<file path="src/rtl/prog_encoder.sv">
`default_nettype none
// ============================================================================
// Module      : prog_encoder
// Description : Instruction encoder and program loader. Accepts decoded
//               instruction fields over valid/ready, packs them into 32-bit
//               R/I/JI/JII words and writes them to consecutive
//               instruction-memory addresses.
// Revision    : 1.0 - initial release
// ============================================================================
module prog_encoder #(
    parameter int ADDR_W    = 12,
    parameter int BASE_ADDR = 0
) (
    input  logic              clock,
    input  logic              reset,
    input  logic              start,
    input  logic              in_valid,
    output logic              in_ready,
    input  logic              in_last,
    input  logic [4:0]        in_opcode,
    input  logic [4:0]        in_aluop,
    input  logic [4:0]        in_rd,
    input  logic [4:0]        in_rs,
    input  logic [4:0]        in_rt,
    input  logic [4:0]        in_shamt,
    input  logic [16:0]       in_imm,
    input  logic [26:0]       in_target,
    output logic              imem_we,
    output logic [ADDR_W-1:0] imem_addr,
    output logic [31:0]       imem_data,
    output logic              busy,
    output logic              done,
    output logic              illegal,
    output logic              overflow,
    output logic [ADDR_W:0]   count
);

    localparam logic [ADDR_W-1:0] c_base_addr = ADDR_W'(BASE_ADDR);

    typedef enum logic [1:0] {
        ST_IDLE   = 2'd0,
        ST_ACCEPT = 2'd1,
        ST_WRITE  = 2'd2,
        ST_DONE   = 2'd3
    } state_t;

    state_t            state_q,    state_d;
    logic [ADDR_W-1:0] addr_q,     addr_d;
    logic [31:0]       data_q,     data_d;
    logic              last_q,     last_d;
    logic [ADDR_W:0]   count_q,    count_d;
    logic              illegal_q,  illegal_d;
    logic              overflow_q, overflow_d;
    // Set once the top address has been written; the address register holds
    // there, and the next legal instruction reports overflow instead of a write.
    logic              full_q,     full_d;

    logic              w_legal;
    logic [31:0]       w_word;

    // Format packing: only the fields owned by each format reach the word.
    always_comb begin
        w_legal = 1'b0;
        w_word  = 32'd0;
        case (in_opcode)
            5'b00000: begin
                w_legal = 1'b1;
                w_word  = {in_opcode, in_rd, in_rs, in_rt, in_shamt, in_aluop, 2'b00};
            end
            5'b00101, 5'b00111, 5'b01000, 5'b00010, 5'b00110: begin
                w_legal = 1'b1;
                w_word  = {in_opcode, in_rd, in_rs, in_imm};
            end
            5'b00001, 5'b00011, 5'b10110, 5'b10101: begin
                w_legal = 1'b1;
                w_word  = {in_opcode, in_target};
            end
            5'b00100: begin
                w_legal = 1'b1;
                w_word  = {in_opcode, in_rd, 22'd0};
            end
            default: begin
                w_legal = 1'b0;
                w_word  = 32'd0;
            end
        endcase
    end

    // Next-state and session bookkeeping.
    always_comb begin
        state_d    = state_q;
        addr_d     = addr_q;
        data_d     = data_q;
        last_d     = last_q;
        count_d    = count_q;
        illegal_d  = illegal_q;
        overflow_d = overflow_q;
        full_d     = full_q;
        case (state_q)
            ST_IDLE, ST_DONE: begin
                if (start) begin
                    addr_d     = c_base_addr;
                    count_d    = '0;
                    illegal_d  = 1'b0;
                    overflow_d = 1'b0;
                    full_d     = 1'b0;
                    state_d    = ST_ACCEPT;
                end
            end
            ST_ACCEPT: begin
                if (in_valid) begin
                    if (!w_legal) begin
                        illegal_d = 1'b1;
                        if (in_last) begin
                            state_d = ST_DONE;
                        end
                    end else if (full_q) begin
                        overflow_d = 1'b1;
                        state_d    = ST_DONE;
                    end else begin
                        data_d  = w_word;
                        last_d  = in_last;
                        state_d = ST_WRITE;
                    end
                end
            end
            ST_WRITE: begin
                count_d = count_q + (ADDR_W+1)'(1);
                if (&addr_q) begin
                    full_d = 1'b1;
                end else begin
                    addr_d = addr_q + ADDR_W'(1);
                end
                state_d = last_q ? ST_DONE : ST_ACCEPT;
            end
            default: state_d = ST_IDLE;
        endcase
    end

    // State and datapath registers; reset aborts any session in flight.
    always_ff @(posedge clock or negedge reset) begin
        if (!reset) begin
            state_q    <= ST_IDLE;
            addr_q     <= c_base_addr;
            data_q     <= 32'd0;
            last_q     <= 1'b0;
            count_q    <= '0;
            illegal_q  <= 1'b0;
            overflow_q <= 1'b0;
            full_q     <= 1'b0;
        end else begin
            state_q    <= state_d;
            addr_q     <= addr_d;
            data_q     <= data_d;
            last_q     <= last_d;
            count_q    <= count_d;
            illegal_q  <= illegal_d;
            overflow_q <= overflow_d;
            full_q     <= full_d;
        end
    end

    assign in_ready  = (state_q == ST_ACCEPT);
    assign imem_we   = (state_q == ST_WRITE);
    assign busy      = (state_q == ST_ACCEPT) || (state_q == ST_WRITE);
    assign done      = (state_q == ST_DONE);
    assign imem_addr = addr_q;
    assign imem_data = data_q;
    assign illegal   = illegal_q;
    assign overflow  = overflow_q;
    assign count     = count_q;

endmodule
`default_nettype wire

</file>
<file path="config.mk">
export PLATFORM = sky130hd
export DESIGN_NAME = prog_encoder
export DESIGN_NICKNAME = d
export VERILOG_FILES = /design/src/rtl/prog_encoder.sv
export SDC_FILE = /design/constraint.sdc
export NUM_CORES = 1
export LEC_CHECK = 0
export BUFFER_PORTS_ARGS = -buffer_cell sky130_fd_sc_hd__buf_2
export CAP_MARGIN = 30
export CORE_ASPECT_RATIO = 0.8
export CORE_MARGIN = 2
export CORE_UTILIZATION = 46
export DETAILED_ROUTE_END_ITERATION = 7
export GPL_TIMING_DRIVEN = 0
export PLACE_DENSITY = 0.78
export SLEW_MARGIN = 10
export SYNTH_ARGS = -nofsm -noshare
export SYNTH_HDL_FRONTEND = slang
export SYNTH_SLANG_ARGS = --single-unit
</file>
<file path="constraint.sdc">
create_clock -name clock -period 4.3 [get_ports clock]
set_input_delay 0.43 -clock clock [delete_from_list [all_inputs] [get_ports clock]]
set_output_delay 0.43 -clock clock [all_outputs]
set_load 0.1 [all_outputs]
</file>
==> report_table.html <==
<table>
<tr><th>Metric</th><th>Value</th></tr>
<tr><th colspan="2">Run status</th></tr>
<tr><td>Status</td><td>finished, final reports clean</td></tr>
<tr><th colspan="2">Clocking</th></tr>
<tr><td>Setup Fix Bufs, Post-CTS</td><td>0</td></tr>
<tr><td>Count of cells resized by post-cts repair</td><td>0</td></tr>
<tr><td>CTS sink cnt</td><td>63</td></tr>
<tr><td>CTS Root Cell</td><td>sky130_fd_sc_hd__clkbuf_8</td></tr>
<tr><td>Number of buffers on the longest clock path</td><td>2</td></tr>
<tr><td>Clock transition at the register clock pins on the worst setup and hold paths after CTS</td><td>70 ps</td></tr>
<tr><td>Max H-tree Level</td><td>3</td></tr>
<tr><td>Latest clock arrival within the worst-skew pair</td><td>around 350 ps</td></tr>
<tr><td>Clock tree from TritonCTS</td><td>built</td></tr>
<tr><td>Num CTS Buffers</td><td>9</td></tr>
<tr><td>Hold Buf Count CTS</td><td>0</td></tr>
<tr><th colspan="2">Yosys</th></tr>
<tr><td>Post-Synth XOR/XNOR Area</td><td>0.0106</td></tr>
<tr><td>Largest family of logic cells by synthesized area</td><td>compound AO/OA/AOI/OAI gates</td></tr>
<tr><td>Share of the yosys chip area belonging to registers</td><td>0.475</td></tr>
<tr><td>Count of cell types in the netlist</td><td>slightly below 50</td></tr>
<tr><td>Synth top area share</td><td>0.475</td></tr>
<tr><td>Warning count from the yosys run</td><td>0</td></tr>
<tr><td>Post-synthesis compound-gate area fraction</td><td>0.250</td></tr>
<tr><td>Number of instances in the synthesized netlist</td><td>approximately 340</td></tr>
<tr><td>Async set-or-reset flop fraction in the synthesized netlist</td><td>1.00</td></tr>
<tr><td>Most area-hungry cell type in the Yosys netlist</td><td>sky130_fd_sc_hd__dfrtp_1</td></tr>
<tr><td>Primary FF master, synth</td><td>sky130_fd_sc_hd__dfrtp_1</td></tr>
<tr><td>Flop and latch count out of synthesis</td><td>63</td></tr>
<tr><td>Average cell area after synthesis</td><td>9.78 µm²</td></tr>
<tr><td>Post-synthesis cell area</td><td>3320 µm²</td></tr>
<tr><td>Share of synthesized area spent on multiplexers</td><td>0.0426</td></tr>
<tr><td>Arithmetic-cell share of the synthesized area counting full adders, half adders and majority gates</td><td>0.0189</td></tr>
<tr><td>Post-synth EDFFs</td><td>0</td></tr>
<tr><td>Post-synthesis net count</td><td>around 420</td></tr>
<tr><td>Synth Area in Simple Gates</td><td>0.160</td></tr>
<tr><td>Cell types with the largest area share after synthesis</td><td>sky130_fd_sc_hd__dfrtp_1 48%, sky130_fd_sc_hd__a21oi_1 8.6%, sky130_fd_sc_hd__a222oi_1 4.5%</td></tr>
<tr><th colspan="2">STA</th></tr>
<tr><td>Total count of max-transition violations in the final report</td><td>0</td></tr>
<tr><td>Setup violators final</td><td>0</td></tr>
<tr><td>Worst setup margin</td><td>1810 ps</td></tr>
<tr><td>Worst relative slew slack</td><td>0.453</td></tr>
<tr><td>Post-route setup TNS</td><td>0 ps</td></tr>
<tr><td>Unrepaired setup endpoints after global routing</td><td>false</td></tr>
<tr><td>Clock period minus worst slack</td><td>about 2500 ps</td></tr>
<tr><td>Transition time of the tightest slew-check pin</td><td>between 800 and 900 ps</td></tr>
<tr><td>Endpoints failing hold</td><td>0</td></tr>
<tr><td>Share of the cycle needed by the critical path after routing</td><td>0.578</td></tr>
<tr><td>Maximum frequency from static timing analysis</td><td>between 400 and 500 MHz</td></tr>
<tr><td>Worst Hold Margin</td><td>roughly 160 ps</td></tr>
<tr><td>Worst clock skew on the final layout</td><td>about 6.7 ps</td></tr>
<tr><th colspan="2">Worst setup path</th></tr>
<tr><td>Highest net fanout along the worst path</td><td>10</td></tr>
<tr><td>Critical Path AT</td><td>2700 ps</td></tr>
<tr><td>Data required time at the worst endpoint</td><td>4520 ps</td></tr>
<tr><td>Startpoint Class</td><td>register</td></tr>
<tr><td>Classification of the worst setup path</td><td>register to register</td></tr>
<tr><td>Kind of end point of the critical path</td><td>register</td></tr>
<tr><th colspan="2">GRT</th></tr>
<tr><td>Combined global-route utilization of all metal layers</td><td>0.237</td></tr>
<tr><td>Largest net degree at the start of global routing</td><td>between 60 and 70</td></tr>
<tr><td>Global-route wire length before repair</td><td>between 10 and 15 mm</td></tr>
<tr><td>Number of global-route vias before repair</td><td>3029</td></tr>
<tr><td>Number of antenna violations at the first check in global routing</td><td>0</td></tr>
<tr><td>Total overflow reported by the global router</td><td>0</td></tr>
<tr><th colspan="2">Power and ir drop</th></tr>
<tr><td>Clk network pwr share</td><td>0.165</td></tr>
<tr><td>Int Pwr</td><td>between 1.5 and 2 mW</td></tr>
<tr><td>Worst IR drop on VDD</td><td>just under 0.7 mV</td></tr>
<tr><td>Gate power share</td><td>0.596</td></tr>
<tr><td>LEAKAGE</td><td>2.11 nW</td></tr>
<tr><td>Overall power consumption</td><td>approximately 3.8 mW</td></tr>
<tr><td>Sw Ratio</td><td>0.593</td></tr>
<tr><td>Switching power</td><td>2.23 mW</td></tr>
<tr><td>Share of power burned in registers</td><td>0.239</td></tr>
<tr><td>Power per standard cell area</td><td>about 860 nW/µm²</td></tr>
<tr><th colspan="2">Drt</th></tr>
<tr><td>Total iterations of the first detailed-routing run</td><td>5</td></tr>
<tr><td>Detail-routed net length per standard cell</td><td>approximately 16 µm</td></tr>
<tr><td>Drt drc</td><td>0</td></tr>
<tr><td>Total Wirelength</td><td>9.35 mm</td></tr>
<tr><td>Antenna violation net count after detailed routing</td><td>0</td></tr>
<tr><td>Vias after detailed routing</td><td>3324</td></tr>
<tr><td>Number of DRC markers after the initial detailed-route iteration</td><td>237</td></tr>
<tr><td>Routed via count divided by cell count</td><td>~5.7</td></tr>
<tr><th colspan="2">Floorplan</th></tr>
<tr><td>Die width</td><td>~99 µm</td></tr>
<tr><td>Std cell rows</td><td>27</td></tr>
<tr><td>Total die area</td><td>7910 µm²</td></tr>
<tr><td>Die Height</td><td>~80 µm</td></tr>
<tr><td>Top-Level Pins</td><td>142</td></tr>
<tr><td>Core ar.</td><td>6930 µm²</td></tr>
<tr><td>Initial Utilization</td><td>0.479</td></tr>
<tr><th colspan="2">Run</th></tr>
<tr><td>Number of maximum-capacitance violations</td><td>0</td></tr>
<tr><th colspan="2">Cells and area</th></tr>
<tr><td>Diode count</td><td>0</td></tr>
<tr><td>Area of all sequential standard cells</td><td>1580 µm²</td></tr>
<tr><td>Most used cells in the layout excluding fill and tap cells</td><td>147 x sky130_fd_sc_hd__buf_2, 63 x sky130_fd_sc_hd__dfrtp_1, 57 x sky130_fd_sc_hd__a21oi_1</td></tr>
<tr><td>Area Overhead vs Synth</td><td>31.7%</td></tr>
<tr><td>Most common library cell in the layout ignoring fill and taps</td><td>sky130_fd_sc_hd__buf_2</td></tr>
<tr><td>Total area of multi-input combinational cells</td><td>1600 µm²</td></tr>
<tr><td>Number of nets in the finished design</td><td>575</td></tr>
<tr><td>FILL cells</td><td>between 600 and 700</td></tr>
<tr><td>Share of cells above drive strength 1</td><td>0.366</td></tr>
<tr><th colspan="2">Placed design</th></tr>
<tr><td>Post-detailed-placement half-perimeter wirelength</td><td>around 7.0 mm</td></tr>
<tr><td>Post-place setup slack</td><td>1800 ps</td></tr>
<tr><td>Count of buffers inserted at the top-level ports</td><td>141</td></tr>
<tr><td>Last weighted congestion value of the routability-driven placer</td><td>a little under 0.9</td></tr>
<tr><th colspan="2">Worst hold path</th></tr>
<tr><td>Kind of path behind the tightest hold check</td><td>input port to asynchronous set/reset pin</td></tr>
</table>
==> path summary, 6_finish.rpt <==
check / endpoint / slack (ps) / from / depth (start not counted)
worst max-delay path: count[5] / 1810 / state_q[0] / 8
worst min-delay path: count[11] / 160 / reset / 1
worst max register to register: count[5] / 1810 / state_q[0] / 8
worst min register to register: imem_data[29] / 510 / imem_data[29] / 1
max in group asynchronous: imem_data[13] / 3620 / reset / 1
min in group clock: imem_data[20] / 310 / in_target[20] / 2
==> power groups by stage <==
| stage | sequential (mW) | combinational, mW | clock, mW |
|---|---|---|---|
| after floorplan | 2.16 | 0.581 | 0 |
| after global placement | 0.896 | 2.23 | 0 |
| after detailed placement | 0.902 | 2.25 | 0 |
| after CTS | 0.897 | 2.25 | 0.635 |
| after global routing | 0.921 | 2.35 | 0.658 |
| final | 0.899 | 2.25 | 0.621 |
==> cell usage after synthesis, drive strengths merged (3+ instances only) <==
cell	count
a221o	5
or3	10
dfrtp	63
buf	9
o21ai	16
inv	14
nor3	10
a21oi	57
nand4	6
and3	3
a22o	5
a31oi	3
mux2	9
a222oi	15
nand2b	4
nand3	13
nor2b	5
nor2	14
nor4	3
a22oi	8
nand2	16
ha	5
clkbuf	10
o31ai	3
mux2i	4
a211oi	3
==> routing by layer <==
metal	part of all wire	vias up	GRT usage
met5	0	-	0
met4	0.0051	0	0.0671
met3	0.065	5	0.0657
met2	0.48	110	0.355
met1	0.45	1606	0.338
li1	-	1603	-
==> cell type report <==
class	instances	share of cell area
inverter	14	0.0120
multi-input combinational	243	0.366
clock buffer	9	0.0284
clock inverter	6	0.0252
sequential	63	0.361
tap	87	0.0249
buffer	19	0.0201
timing repair buffer	141	0.162
==> critical path, stage by stage (launching register included) <==
cell and delay (ps):
sky130_fd_sc_hd__dfrtp_1 380, sky130_fd_sc_hd__inv_1 70, sky130_fd_sc_hd__ha_1 380, sky130_fd_sc_hd__mux2i_1 340, sky130_fd_sc_hd__clkbuf_1 410, sky130_fd_sc_hd__clkbuf_1 430, sky130_fd_sc_hd__nor3_1 140, sky130_fd_sc_hd__xnor2_1 160
sky130_fd_sc_hd__nor2_1 50
==> kinds of logic after synthesis <==
logic type,count (synthesis)
simple gates,95
fa+ha+maj,5
compound gates,126
xor+xnor,4
flops,63
mux,13
buf+inv,33
==> flip-flops by register name, indices dropped and copies added, names as in the netlist <==
| register | count |
|---|---|
| count | 13 |
| full_q | 1 |
| illegal | 1 |
| imem_addr | 12 |
| imem_data | 32 |
| last_q | 1 |
| overflow | 1 |
| state_q | 2 |
==> per-stage QoR <==
step	std cells	cell area, µm²	util
2_1_floorplan	339	3320	-
3_3_place_gp	567	4130	0.596
3_5_place_dp	567	4130	0.597
4_1_cts	582	4370	0.631
5_1_grt	582	4370	0.631
6_report	582	4370	0.631
Power figures use the tool's default switching activity.
